### src/rtl/clstm_ctrl_pkg.sv
// rtl/clstm_ctrl_pkg.sv - shared state type, default sizes and helpers for the C-LSTM sequencer
//
// Purpose: one place for the controller state encoding, the default
// bank/group/lane counts, the datapath pipeline latency and the
// timestep-count legality check.
package clstm_ctrl_pkg;

  typedef enum logic [2:0] {
    ST_IDLE,
    ST_LOAD1,
    ST_LOAD2,
    ST_LOAD3,
    ST_LOADED,
    ST_RUN,
    ST_DRAIN,
    ST_READOUT
  } state_e;

  localparam int DEF_N_S1     = 8;
  localparam int DEF_N_S2     = 7;
  localparam int DEF_N_S3     = 2;
  localparam int DEF_N_GRP    = 3;
  localparam int DEF_N_LANE   = 16;
  localparam int DEF_PIPE_LAT = 8;
  localparam int MAX_STEPS    = 16;

  // A run must contain between 1 and MAX_STEPS timesteps.
  function automatic logic steps_legal(input logic [4:0] n);
    return (n != 5'd0) && (n <= 5'(MAX_STEPS));
  endfunction

endpackage

### src/rtl/clstm_onehot_walker.sv
// rtl/clstm_onehot_walker.sv - one-hot write-enable walker for a single weight stage
//
// Purpose: on a go pulse, drives bit 0 of en the next cycle and shifts the
// single high bit up by one position per cycle until it falls off the top.
// Ports:
//   clk, rst  - clock, asynchronous active-high reset
//   go        - start pulse (sampled on the rising edge)
//   en        - registered one-hot enable, all zero when idle
//   last      - high while the top bit of en is active; chains the next stage
module clstm_onehot_walker #(
  parameter int WIDTH = 8
) (
  input  logic             clk,
  input  logic             rst,
  input  logic             go,
  output logic [WIDTH-1:0] en,
  output logic             last
);

  logic [WIDTH-1:0] en_q;

  always_ff @(posedge clk or posedge rst) begin
    if (rst) begin
      en_q <= '0;
    end else if (go) begin
      en_q <= WIDTH'(1);
    end else begin
      en_q <= en_q << 1;
    end
  end

  assign en   = en_q;
  assign last = en_q[WIDTH-1];

endmodule

### src/rtl/clstm_sequencer.sv
// rtl/clstm_sequencer.sv - C-LSTM datapath sequencer: weight load, timestep admission, drain and readout sweep
//
// Purpose: walks the per-bank weight write enables of the three stages,
// admits num_steps input timesteps, waits out the datapath latency and then
// sweeps the N_GRP x N_LANE output select space with a valid/ready handshake.
// Ports:
//   clk, rst                 - clock, asynchronous active-high reset
//   cfg_start / cfg_busy     - weight load request / load in progress
//   wen_stage1..3            - one-hot bank write enables per stage
//   start_compute, num_steps - run request and its timestep count (1..16)
//   in_valid / in_ready      - input timestep handshake
//   dp_valid                 - one strobe to the datapath per accepted step
//   data_sel0 / data_sel1    - output group / lane select
//   out_valid / out_ready    - output word handshake
//   done                     - pulse after the final output word
//   cmd_err                  - sticky illegal-command flag
module clstm_sequencer
  import clstm_ctrl_pkg::*;
#(
  parameter int N_S1     = DEF_N_S1,
  parameter int N_S2     = DEF_N_S2,
  parameter int N_S3     = DEF_N_S3,
  parameter int N_GRP    = DEF_N_GRP,
  parameter int N_LANE   = DEF_N_LANE,
  parameter int PIPE_LAT = DEF_PIPE_LAT
) (
  input  logic            clk,
  input  logic            rst,
  input  logic            cfg_start,
  output logic            cfg_busy,
  output logic [N_S1-1:0] wen_stage1,
  output logic [N_S2-1:0] wen_stage2,
  output logic [N_S3-1:0] wen_stage3,
  input  logic            start_compute,
  input  logic [4:0]      num_steps,
  input  logic            in_valid,
  output logic            in_ready,
  output logic            dp_valid,
  output logic [2:0]      data_sel0,
  output logic [3:0]      data_sel1,
  output logic            out_valid,
  input  logic            out_ready,
  output logic            done,
  output logic            cmd_err
);

  localparam int DW = $clog2(PIPE_LAT + 1);

  state_e        state_q;
  logic [4:0]    steps_q;
  logic [4:0]    step_cnt_q;
  logic [DW-1:0] drain_cnt_q;
  logic          busy_q;
  logic          in_ready_q;
  logic          dp_valid_q;
  logic          out_valid_q;
  logic          done_q;
  logic          cmd_err_q;
  logic [2:0]    sel0_q;
  logic [3:0]    sel1_q;

  logic last1, last2, last3;
  logic load_go, in_fire, out_fire, sweep_end;

  // A load may only start from a quiescent state; elsewhere cfg_start is ignored.
  assign load_go   = cfg_start && ((state_q == ST_IDLE) || (state_q == ST_LOADED));
  assign in_fire   = in_valid && in_ready_q;
  assign out_fire  = out_valid_q && out_ready;
  assign sweep_end = (sel0_q == 3'(N_GRP - 1)) && (sel1_q == 4'(N_LANE - 1));

  // Each stage starts the cycle after the previous stage's top bit, so the
  // three walks form one contiguous N_S1+N_S2+N_S3 cycle sequence.
  clstm_onehot_walker #(.WIDTH(N_S1)) u_walk_s1 (
    .clk (clk), .rst (rst), .go (load_go), .en (wen_stage1), .last (last1)
  );
  clstm_onehot_walker #(.WIDTH(N_S2)) u_walk_s2 (
    .clk (clk), .rst (rst), .go (last1), .en (wen_stage2), .last (last2)
  );
  clstm_onehot_walker #(.WIDTH(N_S3)) u_walk_s3 (
    .clk (clk), .rst (rst), .go (last2), .en (wen_stage3), .last (last3)
  );

  always_ff @(posedge clk or posedge rst) begin
    if (rst) begin
      state_q     <= ST_IDLE;
      steps_q     <= '0;
      step_cnt_q  <= '0;
      drain_cnt_q <= '0;
      busy_q      <= 1'b0;
      in_ready_q  <= 1'b0;
      dp_valid_q  <= 1'b0;
      out_valid_q <= 1'b0;
      done_q      <= 1'b0;
      cmd_err_q   <= 1'b0;
      sel0_q      <= '0;
      sel1_q      <= '0;
    end else begin
      dp_valid_q <= 1'b0;
      done_q     <= 1'b0;
      case (state_q)
        ST_IDLE: begin
          if (cfg_start) begin
            state_q   <= ST_LOAD1;
            busy_q    <= 1'b1;
            cmd_err_q <= 1'b0;
          end else if (start_compute) begin
            cmd_err_q <= 1'b1;  // no weights loaded yet
          end
        end
        ST_LOAD1: if (last1) state_q <= ST_LOAD2;
        ST_LOAD2: if (last2) state_q <= ST_LOAD3;
        ST_LOAD3: begin
          if (last3) begin
            state_q <= ST_LOADED;
            busy_q  <= 1'b0;
          end
        end
        ST_LOADED: begin
          if (cfg_start) begin
            state_q   <= ST_LOAD1;
            busy_q    <= 1'b1;
            cmd_err_q <= 1'b0;
          end else if (start_compute) begin
            if (steps_legal(num_steps)) begin
              state_q    <= ST_RUN;
              steps_q    <= num_steps;
              step_cnt_q <= '0;
              in_ready_q <= 1'b1;
            end else begin
              cmd_err_q <= 1'b1;
            end
          end
        end
        ST_RUN: begin
          if (in_fire) begin
            dp_valid_q <= 1'b1;
            step_cnt_q <= step_cnt_q + 5'd1;
            if (step_cnt_q + 5'd1 == steps_q) begin
              in_ready_q  <= 1'b0;
              state_q     <= ST_DRAIN;
              drain_cnt_q <= '0;
            end
          end
        end
        ST_DRAIN: begin
          // The final dp_valid is high on entry; the results are stable
          // PIPE_LAT cycles later, and out_valid follows one cycle after that.
          if (drain_cnt_q == DW'(PIPE_LAT)) begin
            state_q     <= ST_READOUT;
            out_valid_q <= 1'b1;
          end else begin
            drain_cnt_q <= drain_cnt_q + 1'b1;
          end
        end
        ST_READOUT: begin
          if (out_fire) begin
            if (sweep_end) begin
              out_valid_q <= 1'b0;
              done_q      <= 1'b1;
              sel0_q      <= '0;
              sel1_q      <= '0;
              state_q     <= ST_LOADED;
            end else if (sel1_q == 4'(N_LANE - 1)) begin
              sel1_q <= '0;
              sel0_q <= sel0_q + 3'd1;
            end else begin
              sel1_q <= sel1_q + 4'd1;
            end
          end
        end
        default: state_q <= ST_IDLE;
      endcase
    end
  end

  assign cfg_busy  = busy_q;
  assign in_ready  = in_ready_q;
  assign dp_valid  = dp_valid_q;
  assign data_sel0 = sel0_q;
  assign data_sel1 = sel1_q;
  assign out_valid = out_valid_q;
  assign done      = done_q;
  assign cmd_err   = cmd_err_q;

endmodule

### config.mk
export PLATFORM = sky130hd
export DESIGN_NAME = clstm_sequencer
export DESIGN_NICKNAME = d
export VERILOG_FILES = /design/src/rtl/clstm_ctrl_pkg.sv /design/src/rtl/clstm_onehot_walker.sv /design/src/rtl/clstm_sequencer.sv
export SDC_FILE = /design/constraint.sdc
export NUM_CORES = 1
export LEC_CHECK = 0
export ABC_AREA = 1
export CAP_MARGIN = 30
export CORE_AREA = 2 2 90 57
export DETAILED_ROUTE_END_ITERATION = 10
export DIE_AREA = 0 0 92 59
export GPL_ROUTABILITY_DRIVEN = 0
export PLACE_DENSITY = 0.8
export SLEW_MARGIN = 20
export SYNTH_ARGS = -nofsm -noshare
export SYNTH_HDL_FRONTEND = slang
export SYNTH_SLANG_ARGS = --single-unit
### constraint.sdc
create_clock -name clk -period 1.75 [get_ports clk]
set_input_delay 0.175 -clock clk [delete_from_list [all_inputs] [get_ports clk]]
set_output_delay 0.175 -clock clk [all_outputs]
set_load 0.01 [all_outputs]
==> results of run 1 <==
cells in the mapped netlist, drive strengths merged, types with 2 or more instances:
master  instances  area share
nand2          57        0.10
dfrtp          47        0.51
inv            45       0.073
nor2           42       0.089
o21ai          20       0.043
nand3          16       0.043
nand4          11       0.030
ha              6       0.033
a21oi           4      0.0087
buf             4       0.013
nor3            3       0.011
xor2            3       0.011
mux2            2      0.0098
nand3b          2      0.0065
power by group:
group / switching (uW) / total, uW / internal, uW
logic: 926 / 1730 / 800
clock network: 361 / 640 / 280
registers: 299 / 1690 / 1390
stage by stage:
stage                     cells  power (uW)
after global routing        381        4390
final                       381        4050
after CTS                   378        3960
after detailed placement    370        3320
after floorplan             267        2730
after global placement      370        3260
registers in the layout, summed over array words and instances, names as in the netlist:
name	flops
out_valid	1
u_walk_s1.en	8
data_sel0	3
steps_q	5
u_walk_s3.en	2
drain_cnt_q	4
done	1
data_sel1	4
state_q	3
cfg_busy	1
u_walk_s2.en	7
dp_valid	1
cmd_err	1
in_ready	1
step_cnt_q	5
final cells by class:
class / instances / area, sq um
Fill cell: 385 / 1590
Sequential cell: 47 / 1180
Multi-Input combinational cell: 171 / 956
Timing Repair Buffer: 47 / 465
Inverter: 45 / 169
Tap cell: 63 / 78.8
Clock buffer: 6 / 72.6
Clock inverter: 2 / 12.5
layer usage:
metal / part of all wire / wire length (um)
met3: 0.063 / 284
met1: 0.50 / 2260
met4: 0.0064 / 29
met2: 0.43 / 1950
met5: 0 / 0
cells by family (layout without fill, tap and decap cells):
kind of cell / count (synthesis) / count (layout)
compound gates: 28 / 28
simple gates: 131 / 131
fa+ha+maj: 6 / 6
mux: 2 / 2
buf+inv: 49 / 100
flops: 47 / 47
xor+xnor: 4 / 4
worst min-delay path by stage:
stage                                from              end  slack, ps  cells after the start
after global routing                  rst     data_sel0[1]        240                      3
final                                 rst     data_sel0[1]        210                      3
after CTS                             rst     data_sel0[1]        230                      3
after floorplan              num_steps[0]       steps_q[0]        330                      1
after global placement    u_walk_s2.en[6]  u_walk_s3.en[0]        460                      0
after detailed placement  u_walk_s2.en[6]  u_walk_s3.en[0]        460                      0
cells in the final DEF, fill, tap and decap left out, drive strengths merged, types with 2 or more instances in the layout:
cell / synthesis / routed
a21oi: 4 / 4
buf: 4 / 7
clkbuf: 0 / 6
clkdlybuf4s50: 0 / 40
dfrtp: 47 / 47
ha: 6 / 6
inv: 45 / 45
mux2: 2 / 2
nand2: 57 / 57
nand3: 16 / 16
nand3b: 2 / 2
nand4: 11 / 11
nor2: 42 / 42
nor3: 3 / 3
o21ai: 20 / 20
xor2: 3 / 3
what timing repair did:
action                     in CTS  in global routing
hold endpoints to repair        0                  0
setup endpoints to repair       0                  7
gates resized for setup         0                  5
setup buffers                   0                  3
==> results.md, run 1 <==
Global routing:
- The number of antenna violations at the first check in global routing is 0.
- The global-route met1 utilization is 0.264.
- The via count of the first global-routing pass is 1,746.
- The global router's overall resource usage is 0.183.
- For this run, global-route usage on met3 was measured as 0.0407.
- The largest net degree at the start of global routing is 48.
- The wire length of the first global-routing pass is 7740 um.
- The total congestion overflow is 0.
- For this run, global-route usage on met2 was measured as 0.288.
- After global routing, the most crowded layer is met2.

Floorplan:
- For this design the top-level I/O count stands at 41.
- The die outline height is 59 um.
- In this run the horizontal extent of the chip is 92 um.
- In this run the standard cell core region covers 0.00452 sq mm.
- The initialized floorplan defines 19 standard-cell rows.
- The total die area is 0.00543 sq mm.
- The initial utilization of the core area, before any placement, comes to 0.511.

Timing:
- The smallest setup slack after layout is 134 ps.
- At the pin with the least slew margin, the transition time is 321 ps.
- Dividing the final minimum period by the clock period gives 0.924.
- The maximum clock frequency is 619 MHz.
- The number of failing hold endpoints at the final stage is 0.
- After routing, the total negative slack on setup checks comes to 0 ps.
- Across all hold checks on the routed design, the worst slack comes to 213 ps.
- The largest clock skew in the final design is 9.55 ps.
- The worst pin sits at a relative slew slack of 0.786.
- The final setup violation count is 0.
- The smallest clock period supported by the final layout is computed as 1620 ps.
- The max-slew violation count is 0.

Clock network:
- The TritonCTS sink count is 47.
- The H-tree level count is 2.
- The CTS tree is done.
- Counting along the longest clock path gives a buffer depth of 2.
- After clock tree synthesis, the clock-pin slew on the worst setup and hold paths is 90 ps.
- The clock buffer count from CTS is 5.
- The tree is rooted in a sky130_fd_sc_hd__clkbuf_8.
- After clock tree synthesis, the flow added hold-fix buffers numbering 0.
- The clock latency on the worst-skew pair is 300 ps.

Critical path:
- Tracing the worst setup path back leads to its startpoint at u_walk_s1.en[7].
- The worst setup path category is reg2out.
- The cell class contributing the biggest share of worst-path delay is buffers and inverters.
- The worst setup path is launched from a flop.
- The slowest stage of the critical path belongs to the cell sky130_fd_sc_hd__clkdlybuf4s50_1.
- The signal arrival time at the worst endpoint is 1440 ps.
- The cell depth of the worst setup path is 1.
- The delay of the slowest critical-path stage is 600 ps.
- For the worst setup path, the data required time is 1570 ps.
- The critical path goes through clkdlybuf4s50_1.
- The maximum net fanout on the critical path is 9.
- The worst register-to-register path ends at state_q[1].
- The worst register-to-register path has a depth of 10.
- Counting both buffers and inverters, the worst setup path holds a total of 1.
- The end point of the critical path is wen_stage1[7].
- The internal reg-to-reg setup slack is 140 ps.
- STA classifies the critical path endpoint as a primary output.
- The startpoint identified for the worst register-to-register timing path is data_sel1[0].

Place:
- In this run the cell area measured after placement is 0.00280 sq mm.
- Detailed placement ended at an HPWL of 3440 um.
- In this run the tool buffered the top-level ports with 40 buffer cells.
- The worst slack at placement is 97.6 ps.

Run status:
- The run finished with clean final reports.

Logic synthesis:
- Synthesis produced a netlist whose cell count is 267.
- The fraction of synthesis flops using an asynchronous set or reset pin is 1.00.
- The mux contribution to synthesized area is 0.00976.
- The cell area after technology mapping is 0.00231 sq mm.
- Of the total synthesized cell area, the portion taken by AND, OR, NAND and NOR gates is 0.282.
- The XOR/XNOR share of the synthesized area is 0.0152.
- The number of synthesis warnings is 0.
- The flip-flop cell with the highest count after synthesis is sky130_fd_sc_hd__dfrtp_1.
- Synthesis instantiated 27 different standard cells from the library.
- Yosys mapped a number of flops with a built-in enable equal to 0.
- The number of nets in the synthesized netlist is 284.
- The flip-flop and latch count after synthesis is 47.
- The mean post-synth cell area is 8.65 sq um.
- The combinational family with the most area after synthesis is simple AND/OR/NAND/NOR gates.
- The share of the synthesized area in compound gates (AO/OA/AOI/OAI) is 0.0645.
- The share of the yosys chip area belonging to registers is 0.509.
- Of the total synthesized cell area, the portion taken by full adders, half adders and majority gates is 0.0325.

Route:
- In the routed layout, each cell is associated on average with a via count of 4.94.
- For this run, design rule violations remaining after detail routing come to 0.
- The detailed-router iteration count before antenna repair is 4.
- After detailed routing, the average wire length per cell comes to 11.9 um.
- The total via count in the routed design is 1,883.
- Once detail routing completed, the nets flagged for antenna violations numbered 0.
- Wires add up to 4530 um.
- The number of DRC markers after the initial detailed-route iteration is 133.

Layout:
- Of the cells placed in the final design, the portion with a size suffix greater than 1 is 0.151.
- The core occupancy in the finished layout is 0.649.
- Once layout is done, the placed cells without fillers occupy 0.00293 sq mm.
- The area growth from synthesis to layout is 26.9%.
- The final layout contains 334 nets.
- The number of antenna diodes in the final layout is 0.

Worst hold path:
- The tightest min-delay check is of the in2async type.

Pwr:
- The maximum resistive drop on vdd is 689 uV.
- The leakage component of the power is 0.00138 uW.
- The power density over cell area is 1380 mW/mm^2.

Job:
- Across the run, the number of max-cap violations was 0.
Power figures use the tool's default switching activity.
==> run 2, diff against run 1 <==
Settings changed: CTS_CLUSTER_DIAMETER set to 30.
==> results of run 2 <==
No change in the layout: final DEF, timing and power equal those of run 1.
